===== src/rtl/fetch_prefetch_queue.sv =====
// Instruction-fetch front end: fetch PC, imem request channel,
// prefetch FIFO with PC tags and the IF/ID pipeline register.
module fetch_prefetch_queue #(
  parameter int          DEPTH    = 4,
  parameter logic [31:0] RESET_PC = 32'h0000_0000,
  parameter logic [31:0] NOP      = 32'h0000_0013
) (
  input  logic        clock,
  input  logic        reset,
  input  logic        redirect_valid,
  input  logic [31:0] redirect_pc,
  input  logic        if_id_enable,
  input  logic        if_flush,
  output logic        imem_req_valid,
  input  logic        imem_req_ready,
  output logic [31:0] imem_req_addr,
  input  logic        imem_resp_valid,
  input  logic [31:0] imem_resp_data,
  output logic [31:0] pc_out,
  output logic [31:0] instrucao,
  output logic        instr_valid
);

  localparam int AW = $clog2(DEPTH);
  localparam int CW = AW + 1;
  localparam logic [CW:0]   LIM  = DEPTH[CW:0];
  localparam logic [CW-1:0] FULL = DEPTH[CW-1:0];

  logic [31:0]   r_fetch_pc;
  logic [31:0]   r_tag    [DEPTH];
  logic [AW-1:0] r_tag_wr;
  logic [AW-1:0] r_tag_rd;
  logic [CW-1:0] r_outstanding;
  logic [31:0]   r_fq_pc  [DEPTH];
  logic [31:0]   r_fq_ins [DEPTH];
  logic [AW-1:0] r_fq_wr;
  logic [AW-1:0] r_fq_rd;
  logic [CW-1:0] r_fq_cnt;
  logic [CW-1:0] r_drop;
  logic [31:0]   r_pc_out;
  logic [31:0]   r_instr;
  logic          r_ivalid;

  logic [CW:0] w_used;
  logic        w_credit;
  logic        w_accept;
  logic        w_resp;
  logic        w_drop;
  logic        w_push;
  logic        w_load;
  logic        w_pop;
  logic        w_bubble;

  // Credits cover both in-flight requests and queued words.
  assign w_used   = {1'b0, r_outstanding} + {1'b0, r_fq_cnt};
  assign w_credit = w_used < LIM;

  assign imem_req_valid = reset & ~redirect_valid & w_credit;
  assign imem_req_addr  = r_fetch_pc;

  assign w_accept = imem_req_valid & imem_req_ready;
  assign w_resp   = imem_resp_valid & (r_outstanding != '0);
  assign w_drop   = w_resp & (r_drop != '0);
  assign w_push   = w_resp & ~w_drop & ~redirect_valid;
  assign w_load   = if_id_enable & ~if_flush & ~redirect_valid;
  assign w_pop    = w_load & (r_fq_cnt != '0);
  assign w_bubble = w_load & (r_fq_cnt == '0);

  assign pc_out      = r_pc_out;
  assign instrucao   = r_instr;
  assign instr_valid = r_ivalid;

  always_ff @(posedge clock) begin
    if (w_accept) r_tag[r_tag_wr] <= r_fetch_pc;
    if (w_push) begin
      r_fq_pc[r_fq_wr]  <= r_tag[r_tag_rd];
      r_fq_ins[r_fq_wr] <= imem_resp_data;
    end
  end

  always_ff @(posedge clock or negedge reset) begin
    if (!reset) begin
      r_fetch_pc    <= RESET_PC;
      r_tag_wr      <= '0;
      r_tag_rd      <= '0;
      r_outstanding <= '0;
      r_fq_wr       <= '0;
      r_fq_rd       <= '0;
      r_fq_cnt      <= '0;
      r_drop        <= '0;
      r_pc_out      <= '0;
      r_instr       <= NOP;
      r_ivalid      <= 1'b0;
    end else begin
      if (redirect_valid)
        r_fetch_pc <= redirect_pc;
      else if (w_accept)
        r_fetch_pc <= r_fetch_pc + 32'd4;

      if (w_accept) r_tag_wr <= r_tag_wr + 1'b1;
      if (w_resp)   r_tag_rd <= r_tag_rd + 1'b1;

      r_outstanding <= r_outstanding
                     + CW'(w_accept)
                     - CW'(w_resp);

      // No request is accepted in a redirect cycle.
      if (redirect_valid)
        r_drop <= r_outstanding - CW'(w_resp);
      else if (w_drop)
        r_drop <= r_drop - 1'b1;

      if (redirect_valid) begin
        r_fq_wr  <= '0;
        r_fq_rd  <= '0;
        r_fq_cnt <= '0;
      end else begin
        if (w_push) r_fq_wr <= r_fq_wr + 1'b1;
        if (w_pop)  r_fq_rd <= r_fq_rd + 1'b1;
        r_fq_cnt <= r_fq_cnt
                  + CW'(w_push)
                  - CW'(w_pop);
      end

      unique case (1'b1)
        if_flush: begin
          r_instr  <= NOP;
          r_ivalid <= 1'b0;
        end
        w_pop: begin
          r_pc_out <= r_fq_pc[r_fq_rd];
          r_instr  <= r_fq_ins[r_fq_rd];
          r_ivalid <= 1'b1;
        end
        w_bubble: begin
          r_instr  <= NOP;
          r_ivalid <= 1'b0;
        end
        default: ;
      endcase
    end
  end

  a_no_overflow: assert property (
    @(posedge clock) disable iff (!reset)
    !(w_push && r_fq_cnt == FULL)
  );

endmodule


===== config.mk =====
export PLATFORM = sky130hd
export DESIGN_NAME = fetch_prefetch_queue
export DESIGN_NICKNAME = d
export VERILOG_FILES = /design/src/rtl/fetch_prefetch_queue.sv
export SDC_FILE = /design/constraint.sdc
export NUM_CORES = 1
export LEC_CHECK = 0
export ABC_AREA = 1
export CAP_MARGIN = 20
export CORE_MARGIN = 10
export CORE_UTILIZATION = 50
export DETAILED_ROUTE_END_ITERATION = 16
export PLACE_DENSITY = 0.79
export SYNTH_ARGS = -nofsm -noshare
export SYNTH_HDL_FRONTEND = slang
export SYNTH_SLANG_ARGS = --single-unit

===== constraint.sdc =====
create_clock -name clock -period 13.2 [get_ports clock]
set_input_delay 1.32 -clock clock [delete_from_list [all_inputs] [get_ports clock]]
set_output_delay 1.32 -clock clock [all_outputs]
set_load 0.005 [all_outputs]

; ---- After elaboration in Yosys (flattened, before gate mapping)
; Memory sizes are Yosys's and may differ from the RTL's. A register that Yosys moved wholly into a read port is not among the register bits.
; Index checks and enable logic that the tools add are counted.
[word_totals]
register_bits = 82
mem_bits_rw = 384
inputBits = 71
word_cells = 66
memories = 3
[op_classes]
addsub = 12
magnitude_cmp = 1
mux = 15
bitwise = 14
reduce_logical = 11
[mem_list]
columns = memory, depth, word_bits, read_ports, rd_clocked_by_memory_dff, wr, line_no
row1 = r_fq_ins, 4, 32, 1, 0, 1, 35  ; logic [31:0] r_fq_ins [DEPTH];
row2 = r_fq_pc, 4, 32, 1, 1, 1, 34  ; logic [31:0] r_fq_pc [DEPTH];
row3 = r_tag, 4, 32, 1, 0, 1, 30  ; logic [31:0] r_tag [DEPTH];
[op_table]
columns = cell, n
row1 = 32-bit two-way mux, 2
row2 = 32-bit one-hot mux with 2 select lines, 1
row3 = 32-bit by 3-bit adder with 32-bit output (second input constant), 1
row4 = 1-bit AND, 11
row5 = 2-bit nonzero test, 5
row6 = 3-bit two-way mux, 3
row7 = 3-bit nonzero test, 3
row8 = 3-bit by 1-bit subtractor with 3-bit output, 3
row9 = 2-bit by 1-bit adder with 2-bit output (second input constant), 4
row10 = 2-bit two-way mux, 4
row11 = 3-bit by 1-bit adder with 3-bit output, 2
row12 = 3-bit by 3-bit adder with 4-bit output, 1
row13 = 4-bit by 3-bit less-than comparator with 1-bit output (second input constant), 1
row14 = 1-bit two-way mux, 4
row15 = 3-bit zero test, 1
row16 = 1-bit inverter, 3
row17 = 3-bit by 1-bit subtractor with 3-bit output (second input constant), 1
row18 = 1-bit one-hot mux with 2 select lines, 1
row19 = 2-bit OR reduction, 1
row20 = 1-bit zero test, 1

; ---- Longest topological paths before layout
; Gate-level depths: netlist of run 1.
[depth]
depth_word = 9
depth_mapped = 12

; ---- Least setup slack after synthesis of run 1
; No wires, ideal clock.
[synth_path]
path_type = input port to flip-flop
from = input port redirect_valid
to = memory r_fq_ins[0][0] (enable)
setup_time_ps = 487
arrival_ps = 4503
t_required_ps = 12713
path_slack_ps = 8211
path_stages = 4
path_buffers = 1
path_cell_list = inv_1 > buf_2 > nand4_1 > nor2_1
[synth_between]
elab_chain_cells = 4
[synth_rtl]
columns = item, line_no
row1 = start: declaration, 10  ; input logic redirect_valid,
row2 = 1-bit inverter, 64  ; assign w_push = w_resp & ~w_drop & ~redirect_valid;
row3 = 1-bit AND, 64
row4 = 1-bit two-way mux, 75  ; if (w_push) begin
row5 = 1-bit two-way mux (implied by the code), 77  ; r_fq_ins[r_fq_wr] <= imem_resp_data;
row6 = end: declaration, 35
; No other way between the ends.

; ---- Worst setup path after layout of run 1
[layout_path]
from = input port redirect_valid
to = output port imem_req_valid
[layout_between]
elab_chain_cells = 3
[layout_rtl]
columns = item, line_no
row1 = 1-bit inverter, 58  ; assign imem_req_valid = reset & ~redirect_valid & w_credit;
row2 = 1-bit AND (2 in a row), 58
row3 = end: declaration, 14  ; output logic imem_req_valid,
; No other way between the ends.

==> results of run 1 <==
[power by group through the flow]
| stage | Sequential (mW) | Clock [mW] | Combinational, mW |
|---|---|---|---|
| global placement | 2.07 | 0 | 0.769 |
| global route | 2.06 | 1.41 | 0.900 |
| floorplan | 2.04 | 0 | 0.454 |
| CTS | 2.05 | 1.34 | 0.812 |
| detailed placement | 2.08 | 0 | 0.806 |
| finish | 2.05 | 1.33 | 0.802 |
[final cells by class]
type                    instances  area, um^2
fillers                      3046       16000
flip-flops and latches        498       14390
multi-input cells            1068        4997
repair buffers                189        1837
clock buffers                  71        1391
well taps                     525       656.9
inverters                      81       305.3
clock inverters                20       148.9
[final timing paths]
check | start | to | slack [ns] | cells after the start
max in group asynchronous | reset | r_fq_rd[0]$_DFFE_PN0P_ | 10.74 | 3
worst max-delay path | redirect_valid | imem_req_valid | 8.63 | 7
worst max register to register | r_outstanding[2]$_DFF_PN0_ | r_outstanding[2]$_DFF_PN0_ | 10.22 | 11
worst min-delay path | instrucao[30]$_DFFE_PN0P_ | instrucao[30]$_DFFE_PN0P_ | 0.48 | 2
min in group asynchronous | reset | instrucao[6]$_DFFE_PN0P_ | 1.01 | 2
worst min register to register | instrucao[30]$_DFFE_PN0P_ | instrucao[30]$_DFFE_PN0P_ | 0.48 | 2
[layout by cell type (no fill, tap or decap), types with 8 or more instances in the layout]
cell	instances
edfxtp_1	384
clkinv_1	9
o21ai_0	194
o22ai_1	61
a31oi_1	32
xnor2_1	8
nand2_1	286
inv_1	78
xor2_1	8
nand3_1	62
nor2_1	349
buf_4	22
o21ai_1	14
dfrtp_1	109
clkbuf_16	51
ha_1	19
clkdlybuf4s50_1	167
clkbuf_1	16
[cell families (layout without fill, tap and decap cells)]
logic type / Yosys count / count (layout) / synth area share (%)
compound gates: 314 / 314 / 8.574
xor+xnor: 16 / 16 / 0.6989
fa+ha+maj: 21 / 21 / 1.385
buf+inv: 168 / 361 / 3.544
flops: 498 / 498 / 71.75
mux: 1 / 1 / 0.04992
simple gates: 716 / 716 / 14.00
[tightest hold or removal path: cells and delay by family (launching register included)]
family / cells / cell delay, ns
flip-flops: 1 / 0.34
AND/OR/NAND/NOR: 2 / 0.10
[cell usage after synthesis, types with 4 or more instances]
cell type	n	area share, %
edfxtp_1	384	58
nor2_1	357	6.7
nand2_1	286	5.4
o21ai_0	194	4.8
dfrtp_1	111	14
inv_1	78	1.5
nand3_1	62	1.5
o22ai_1	61	1.9
clkbuf_1	42	0.79
buf_2	34	0.85
a31oi_1	32	1.0
ha_1	19	1.2
o21ai_1	14	0.35
buf_4	10	0.37
xnor2_1	8	0.35
xor2_1	8	0.35
a21oi_1	4	0.10
o211ai_1	4	0.15
o21bai_1	4	0.15
[stage by stage]
stage	setup WS [ns]	cells	hold WS [ns]	instance area, um^2	power [mW]
after floorplan	8.211	1734	0.4724	20050	2.491
after global placement	8.637	2361	0.4607	22190	2.842
after detailed placement	8.535	2361	0.4647	22190	2.887
after CTS	8.614	2452	0.4807	23730	4.204
after global routing	8.468	2452	0.4944	23730	4.377
final	8.628	2452	0.4781	23730	4.178
[registers in the layout (all words and copies together), names as in the netlist]
register and count:
r_tag 128, r_drop 3, r_fq_cnt 3, instr_valid 1, r_tag_wr 2, r_fq_ins 128, imem_req_addr 32, pc_out 32
instrucao 32, r_fq_pc 128, r_fq_rd 2, r_outstanding 3, r_tag_rd 2, r_fq_wr 2
[metal layers]
layer	global-route usage [%]	vias up	wire (um)
li1	-	6303	-
met1	25.49	6728	19870
met2	31.12	560	22440
met3	3.277	78	3593
met4	4.679	0	787
met5	0	-	0
==> flow_summary.json, run 1 <==
{
  "worstPathArrival_ns": 3.25,
  "dr.pass1.iters": 6,
  "clock_path_buffers": 3,
  "cts_max_level": 2,
  "antenna_found_initial": 0,
  "synth_ff_type": "edfxtp_1",
  "netlist_area_mm2": 0.02005,
  "syn_nets": 1826,
  "overflow": 0,
  "slew_violations": 0,
  "cts_resized": 0,
  "crit_family": "buffers and inverters",
  "crit_chain": "clkdlybuf4s50_1 -> buf_4 -> inv_1 -> buf_4 -> nand2_1 -> nor2_2 -> clkdlybuf4s50_1",
  "grt_pass1_wl_um": 72570,
  "ios": 169,
  "drive_above_1_share_pct": 5.916,
  "fmax_ghz": 0.2187,
  "yosys_warnings": 0,
  "avgSynthCellArea_um2": 11.56,
  "globalplace.congestion": 0.8618,
  "relSlewSlack_pct": 26.56,
  "status": "complete, no violations",
  "min_period_over_period_pct": 34.63,
  "hold_viol": 0,
  "min_period_ns": 4.572,
  "drtIter0Drc": 1408,
  "cts_buffers": 49,
  "comb_power_share_pct": 19.2,
  "die_x_um": 220.3,
  "ant_nets": 0,
  "crit_type": "input port to primary output",
  "synth-seq-cells": 498,
  "path_buf_inv": 5,
  "syn2layout_area_growth_pct": 18.34,
  "finish.utilization_pct": 59.72,
  "sw_frac_of_total_pct": 28.06,
  "setup_viol": 0,
  "routed_wl_um": 46690,
  "clock_latency_ns": 0.55,
  "cap_viol_max_count": 0,
  "coreArea_mm2": 0.03973,
  "ctsHoldBuffers": 0,
  "rsz0062_at_grt": "false",
  "power_density_mw_per_mm2": 176.1,
  "syn_inst": 1734,
  "crit_slowest_cell": "clkdlybuf4s50_1",
  "vias_per_cell": 5.575,
  "vias": 13670,
  "grt_start_max_net_pins": 89,
  "postCtsSetupBuffers": 0,
  "skew_ns": 0.01656,
  "worst-endpoint-required_ns": 11.88,
  "dp_hpwl_um": 28150,
  "drt-wirelength-per-cell_um": 19.04,
  "die_h_um": 220.3,
  "grt_usage_pct": 18.81,
  "initial_core_util_pct": 50.47,
  "synth_seq_area_share_pct": 71.75,
  "grt_pass1_vias": 13590,
  "power.share.clock_pct": 31.7,
  "rows": 73,
  "cts_tree": "yes",
  "n_antenna_cell": 0,
  "tns_ns": 0,
  "die-area_mm2": 0.04851,
  "worst_setup_hold_path_clk_slew_ns": 0.06,
  "synth_edf_count": 384,
  "ir_drop_uv": 104.8,
  "cp-start-kind": "input port",
  "finalNetCount": 1979,
  "cts-root-buf": "clkbuf_16",
  "slowest_delay_ns": 0.52,
  "crit_fanout": 39,
  "leakage_nw": 8.818,
  "route.detailed.drc": 0,
  "clock-sinks": 498,
  "port-buffer-count": 168,
  "async_flop_share_pct": 22.89,
  "ys_types": 31,
  "power_frac_seq_pct": 49.1,
  "switchingPower_mw": 1.172,
  "hp-class": "flip-flop to flip-flop",
  "intPower_mw": 3.006,
  "worst_slew_pin_slew_ns": 1.102,
  "end_kind": "primary output"
}
(Power assumes the default switching activity.)
==> run 2, diff against run 1 <==
--- a/config.mk
+++ b/config.mk
@@ -10,7 +10,7 @@
 export CORE_MARGIN = 10
 export CORE_UTILIZATION = 50
 export DETAILED_ROUTE_END_ITERATION = 16
-export PLACE_DENSITY = 0.79
+export PLACE_DENSITY = 0.82
 export SYNTH_ARGS = -nofsm -noshare
 export SYNTH_HDL_FRONTEND = slang
 export SYNTH_SLANG_ARGS = --single-unit
==> constraint.sdc (replaced) <==
create_clock -name clock -period 3.8 [get_ports clock]
set_input_delay 0.38 -clock clock [delete_from_list [all_inputs] [get_ports clock]]
set_output_delay 0.38 -clock clock [all_outputs]
set_load 0.005 [all_outputs]
==> flow_summary.json, run 2 (synthesis results as in run 1) <==
{
  "intPower_mw": 10.50,
  "dp_hpwl_um": 28360,
  "overflow": 0,
  "worst-endpoint-required_ns": 4.24,
  "grt_usage_pct": 18.95,
  "worst_slew_pin_slew_ns": 0.9975,
  "cap_viol_max_count": 0,
  "cts_resized": 0,
  "grt.busiest_layer": "met2",
  "syn2layout_area_growth_pct": 19.20,
  "path_buf_inv": 4,
  "finish.utilization_pct": 60.16,
  "worst_setup_hold_path_clk_slew_ns": 0.06,
  "crit_chain": "inv_1 -> nand2_1 -> nand2_1 -> inv_1 -> nand4_1 -> ha_1 -> inv_1 -> ha_1 -> inv_1 -> fa_1 -> o21ai_0 -> a21oi_1",
  "hp-class": "input port to asynchronous set/reset pin",
  "power_frac_seq_pct": 48.1,
  "final_common_cell": "edfxtp_1",
  "cp-start-kind": "flip-flop",
  "vias_per_cell": 5.478,
  "die_x_um": 220.3,
  "cts-root-buf": "clkbuf_16",
  "relSlewSlack_pct": 33.43,
  "n_antenna_cell": 0,
  "reg2reg_slack_ns": 1.02,
  "slowest_delay_ns": 0.50,
  "grt_pass1_wl_um": 72830,
  "hold_viol": 0,
  "crit_cells": 12,
  "postCtsSetupBuffers": 0,
  "comb_power_share_pct": 19.7,
  "crit_slowest_cell": "ha_1",
  "use_met1_pct": 25.24,
  "dr.pass1.iters": 5,
  "met2_usage_pct": 31.48,
  "sw_frac_of_total_pct": 28.37,
  "switchingPower_mw": 4.159,
  "dp.cells": 2367,
  "coreArea_mm2": 0.03973,
  "crit_fanout": 7,
  "rr_worst_depth": 12,
  "slew_violations": 0,
  "reg.largest.list": "r_fq_ins x128, r_fq_pc x128, r_tag x128",
  "tns_ns": 0,
  "min_period_over_period_pct": 73.14,
  "grt_start_max_net_pins": 100,
  "rsz0062_at_grt": "false",
  "endpoint": "r_fq_cnt[2]$_DFF_PN0_",
  "end_kind": "flip-flop",
  "vias": 13480,
  "timing.final.ws_setup_ns": 1.021,
  "port-buffer-count": 168,
  "status": "complete, no violations",
  "worstPathArrival_ns": 3.22,
  "crit_type": "flip-flop to flip-flop",
  "clock-sinks": 498,
  "route.detailed.drc": 0,
  "setup_viol": 0,
  "clock_latency_ns": 0.58,
  "drive_above_1_share_pct": 6.460,
  "ios": 169,
  "routed_wl_um": 46840,
  "rows": 73,
  "die-area_mm2": 0.04851,
  "globalplace.congestion": 0.8469,
  "use_met3_pct": 3.619,
  "antenna_found_initial": 0,
  "r2r-end": "r_fq_cnt[2]$_DFF_PN0_",
  "layout.cells.non_filler": 2460,
  "crit_top_cell": "inv_1",
  "cts_max_level": 2,
  "drtIter0Drc": 1255,
  "die_h_um": 220.3,
  "crit_family": "adder cells",
  "cts_buffers": 49,
  "min_period_ns": 2.779,
  "fmax_ghz": 0.3598,
  "initial_core_util_pct": 50.47,
  "leakage_nw": 8.884,
  "power.share.clock_pct": 32.2,
  "skew_ns": 0.02459,
  "hold_slack_ns": 0.1972,
  "drt-wirelength-per-cell_um": 19.04,
  "grt_pass1_vias": 13470,
  "clock_path_buffers": 3,
  "ir_drop_uv": 359.0,
  "cts_tree": "yes",
  "finalNetCount": 1986,
  "place_ws_ns": 0.7534,
  "power_density_mw_per_mm2": 613.2,
  "final_cell_mix": "384 x edfxtp_1, 349 x nor2_1, 286 x nand2_1",
  "worstReg2RegStart": "r_outstanding[1]$_DFF_PN0_",
  "critPathLaunch": "r_outstanding[1]$_DFF_PN0_",
  "ant_nets": 0
}
[run 2: cell types whose count changed in the layout (fill, tap and decap cells not counted), moves of 2 or more]
cell,previous run,this run
buf_12,0,7
clkinv_1,9,4
clkinv_2,7,11
clkinvlp_4,1,3
[run 2: per-layer routing]
layer	share of wire, %	vias up	wire, um
met5	0	-	0
met4	1.7	0	778
met3	9.1	63	4263
met2	48	573	22510
met1	41	6526	19280
li1	-	6313	-
[run 2: worst reg2reg max path, cell delays in order (launching register included)]
cell and delay [ns]:
dfrtp_1 0.43, inv_1 0.09, nand2_1 0.07, nand2_1 0.07
inv_1 0.15, nand4_1 0.49, ha_1 0.50, inv_1 0.06
ha_1 0.13, inv_1 0.05, fa_1 0.38, o21ai_0 0.18
a21oi_1 0.06
[run 2: worst min path at each step]
stage	from	to	slack, ns
after floorplan	reset	imem_req_addr[0]$_DFFE_PN0P_	0.08
after global placement	reset	instrucao[29]$_DFFE_PN0P_	0.24
after detailed placement	reset	instrucao[31]$_DFFE_PN0P_	0.24
after CTS	reset	instr_valid$_DFFE_PN0P_	0.17
after global routing	reset	instr_valid$_DFFE_PN0P_	0.18
final	reset	instr_valid$_DFFE_PN0P_	0.20
[run 2: area by class of cell]
| type | count | area [um^2] |
|---|---|---|
| Fill cell | 3049 | 15830 |
| Multi-Input combinational cell | 1068 | 4997 |
| Inverter | 81 | 305.3 |
| Sequential cell | 498 | 14390 |
| Clock inverter | 22 | 214.0 |
| Timing Repair Buffer | 196 | 1979 |
| Clock buffer | 70 | 1356 |
| Tap cell | 525 | 656.9 |
[run 2: what timing repair did]
item / in CTS / in global routing
endpoints found under the hold margin: 9 / 0
hold buffers: 1 / 0
endpoints found under the setup margin: 0 / 0
[run 2: per-stage QoR]
stage	instance area (um^2)	power, mW
3_3_place_gp	22320	9.901
6_report	23900	14.66
2_1_floorplan	20050	8.652
5_1_grt	23900	15.34
4_1_cts	23900	14.75
3_5_place_dp	22320	10.05
[run 2: power groups by stage]
| stage | Combinational [mW] | Sequential [mW] | Clock [mW] |
|---|---|---|---|
| after floorplan | 1.58 | 7.08 | 0 |
| after global placement | 2.77 | 7.13 | 0 |
| after detailed placement | 2.89 | 7.16 | 0 |
| after CTS | 2.92 | 7.05 | 4.78 |
| after global routing | 3.21 | 7.11 | 5.02 |
| final | 2.88 | 7.05 | 4.72 |
==> run 3, diff against run 2 <==
--- a/config.mk
+++ b/config.mk
@@ -10,7 +10,7 @@
 export CORE_MARGIN = 10
 export CORE_UTILIZATION = 50
 export DETAILED_ROUTE_END_ITERATION = 16
-export PLACE_DENSITY = 0.82
+export PLACE_DENSITY = 0.79
 export SYNTH_ARGS = -nofsm -noshare
 export SYNTH_HDL_FRONTEND = slang
 export SYNTH_SLANG_ARGS = --single-unit
==> constraint.sdc (replaced) <==
create_clock -name clock -period 2.9 [get_ports clock]
set_input_delay 0.29 -clock clock [delete_from_list [all_inputs] [get_ports clock]]
set_output_delay 0.29 -clock clock [all_outputs]
set_load 0.005 [all_outputs]
==> flow_summary.json, run 3 (synthesis results as in run 1) <==
{
  "status": "complete, no violations",
  "leakage_nw": 8.908,
  "grt_usage_pct": 19.02,
  "clock_path_buffers": 3,
  "cp-start-kind": "flip-flop",
  "hp-start": "redirect_pc[1]",
  "setup_viol": 0,
  "grt_start_max_net_pins": 115,
  "worst_slew_pin_slew_ns": 0.8255,
  "cts_tree": "yes",
  "grt_pass1_wl_um": 72420,
  "cap_viol_max_count": 0,
  "ant_nets": 0,
  "critPathLaunch": "r_outstanding[1]$_DFF_PN0_",
  "routed_wl_um": 46760,
  "slowest_delay_ns": 0.55,
  "fillCellCount": 3012,
  "whs_path_depth": 3,
  "vias": 13570,
  "rows": 73,
  "globalplace.congestion": 0.8611,
  "final_common_cell": "edfxtp_1",
  "clock-sinks": 498,
  "cts-root-buf": "clkbuf_16",
  "port-buffer-count": 168,
  "crit_fanout": 4,
  "crit_chain": "ha_1 -> nand3_1 -> nand2_1 -> nor2_2 -> clkdlybuf4s50_1",
  "slew_violations": 0,
  "drtIter0Drc": 1303,
  "rsz0062_at_grt": "false",
  "hp-class": "input port to flip-flop",
  "grt_pass1_vias": 13550,
  "crit_slowest_cell": "clkdlybuf4s50_1",
  "worstPathArrival_ns": 2.13,
  "drt-wirelength-per-cell_um": 18.98,
  "reg2reg_slack_ns": 0.63,
  "syn2layout_area_growth_pct": 19.45,
  "crit_type": "flip-flop to primary output",
  "power_density_mw_per_mm2": 799.5,
  "dp_hpwl_um": 28250,
  "dr.pass1.iters": 5,
  "clock_latency_ns": 0.58,
  "cts_resized": 0,
  "die_x_um": 220.3,
  "path_buf_inv": 1,
  "vias_per_cell": 5.511,
  "min_period_over_period_pct": 83.55,
  "final_cell_mix": "384 x edfxtp_1, 349 x nor2_1, 286 x nand2_1",
  "crit_family": "buffers and inverters",
  "ios": 169,
  "hold_viol": 0,
  "p_total_mw": 19.15,
  "worstReg2RegStart": "r_fq_rd[0]$_DFFE_PN0P_",
  "dpl_cell_area_mm2": 0.02239,
  "rr_worst_depth": 6,
  "min_period_ns": 2.423,
  "die_h_um": 220.3,
  "antenna_found_initial": 0,
  "r2r-end": "instrucao[26]$_DFFE_PN0P_",
  "worst-endpoint-required_ns": 2.61,
  "cts_max_level": 2,
  "coreArea_mm2": 0.03973,
  "design_area_mm2": 0.02395,
  "reg.largest.list": "r_fq_ins x128, r_fq_pc x128, r_tag x128",
  "hold_slack_ns": 0.2418,
  "hold_end": "imem_req_addr[1]$_DFFE_PN0P_",
  "initial_core_util_pct": 50.47,
  "drive_above_1_share_pct": 6.347,
  "fmax_ghz": 0.4127,
  "die-area_mm2": 0.04851,
  "overflow": 0,
  "cts_buffers": 50,
  "route.detailed.drc": 0,
  "worst_setup_hold_path_clk_slew_ns": 0.06,
  "finish.utilization_pct": 60.28,
  "skew_ns": 0.01979,
  "finalNetCount": 1989,
  "relSlewSlack_pct": 44.97,
  "ir_drop_uv": 476.0,
  "end_kind": "primary output",
  "n_antenna_cell": 0
}
## run 3: cell types whose count changed in the layout (fill, tap and decap cells not counted), moves of 2 or more
cell / change
buf_12: +4
clkinv_4: +2
clkinv_1: +10
buf_4: -2
clkbuf_1: -5
clkinv_2: -5
## run 3: how the worst max path moves through the flow
stage                                    end  slack [ns]  depth (start not counted)
floorplan           r_fq_ins[0][0]$_DFFE_PP_       -0.24                          6
global placement       r_fq_cnt[2]$_DFF_PN0_        0.49                         11
global route                  imem_req_valid        0.31                          5
detailed placement     r_fq_cnt[2]$_DFF_PN0_        0.48                         11
CTS                           imem_req_valid        0.41                          5
finish                        imem_req_valid        0.48                          5
## run 3: cell type report
cell class / count / area [um^2] / share of cell area (%)
sequential: 498 / 14390 / 60.09
multi-input combinational: 1068 / 4997 / 20.86
timing repair buffer: 198 / 2044 / 8.536
clock buffer: 67 / 1376 / 5.746
tap: 525 / 656.9 / 2.743
inverter: 81 / 305.3 / 1.275
clock inverter: 26 / 178.9 / 0.7470
## run 3: stage by stage
stage	setup TNS [ns]	worst slack, ns	std cells
2_1_floorplan	-62.57	-0.2444	1734
3_3_place_gp	0	0.4907	2369
3_5_place_dp	0	0.4759	2369
4_1_cts	0	0.4130	2463
5_1_grt	0	0.3122	2463
6_report	0	0.4771	2463
## run 3: tightest hold or removal path, delay by kind of cell
kind | cells | cell delay, ns
and+or+nand+nor | 2 | 0.10
buffers and inverters | 1 | 0.39
## run 3: timing repair
item                                    4_1_cts  5_1_grt
hold buffers                                  1        0
hold endpoints to repair                    111        0
setup buffers                                 0        0
endpoints found under the setup margin        0        0
## run 3: report_power, final
part           switching [mW]  internal (mW)
logic                    2.31           1.50
registers               0.495           8.76
clock network            2.59           3.50
total                    5.39           13.8
## run 3: per-layer routing
layer | up-vias | wire, um | global-route usage (%)
li1 | 6324 | - | -
met1 | 6541 | 18260 | 23.46
met2 | 616 | 22660 | 31.81
met3 | 93 | 4597 | 5.135
met4 | 0 | 1239 | 6.688
met5 | - | 0 | 0
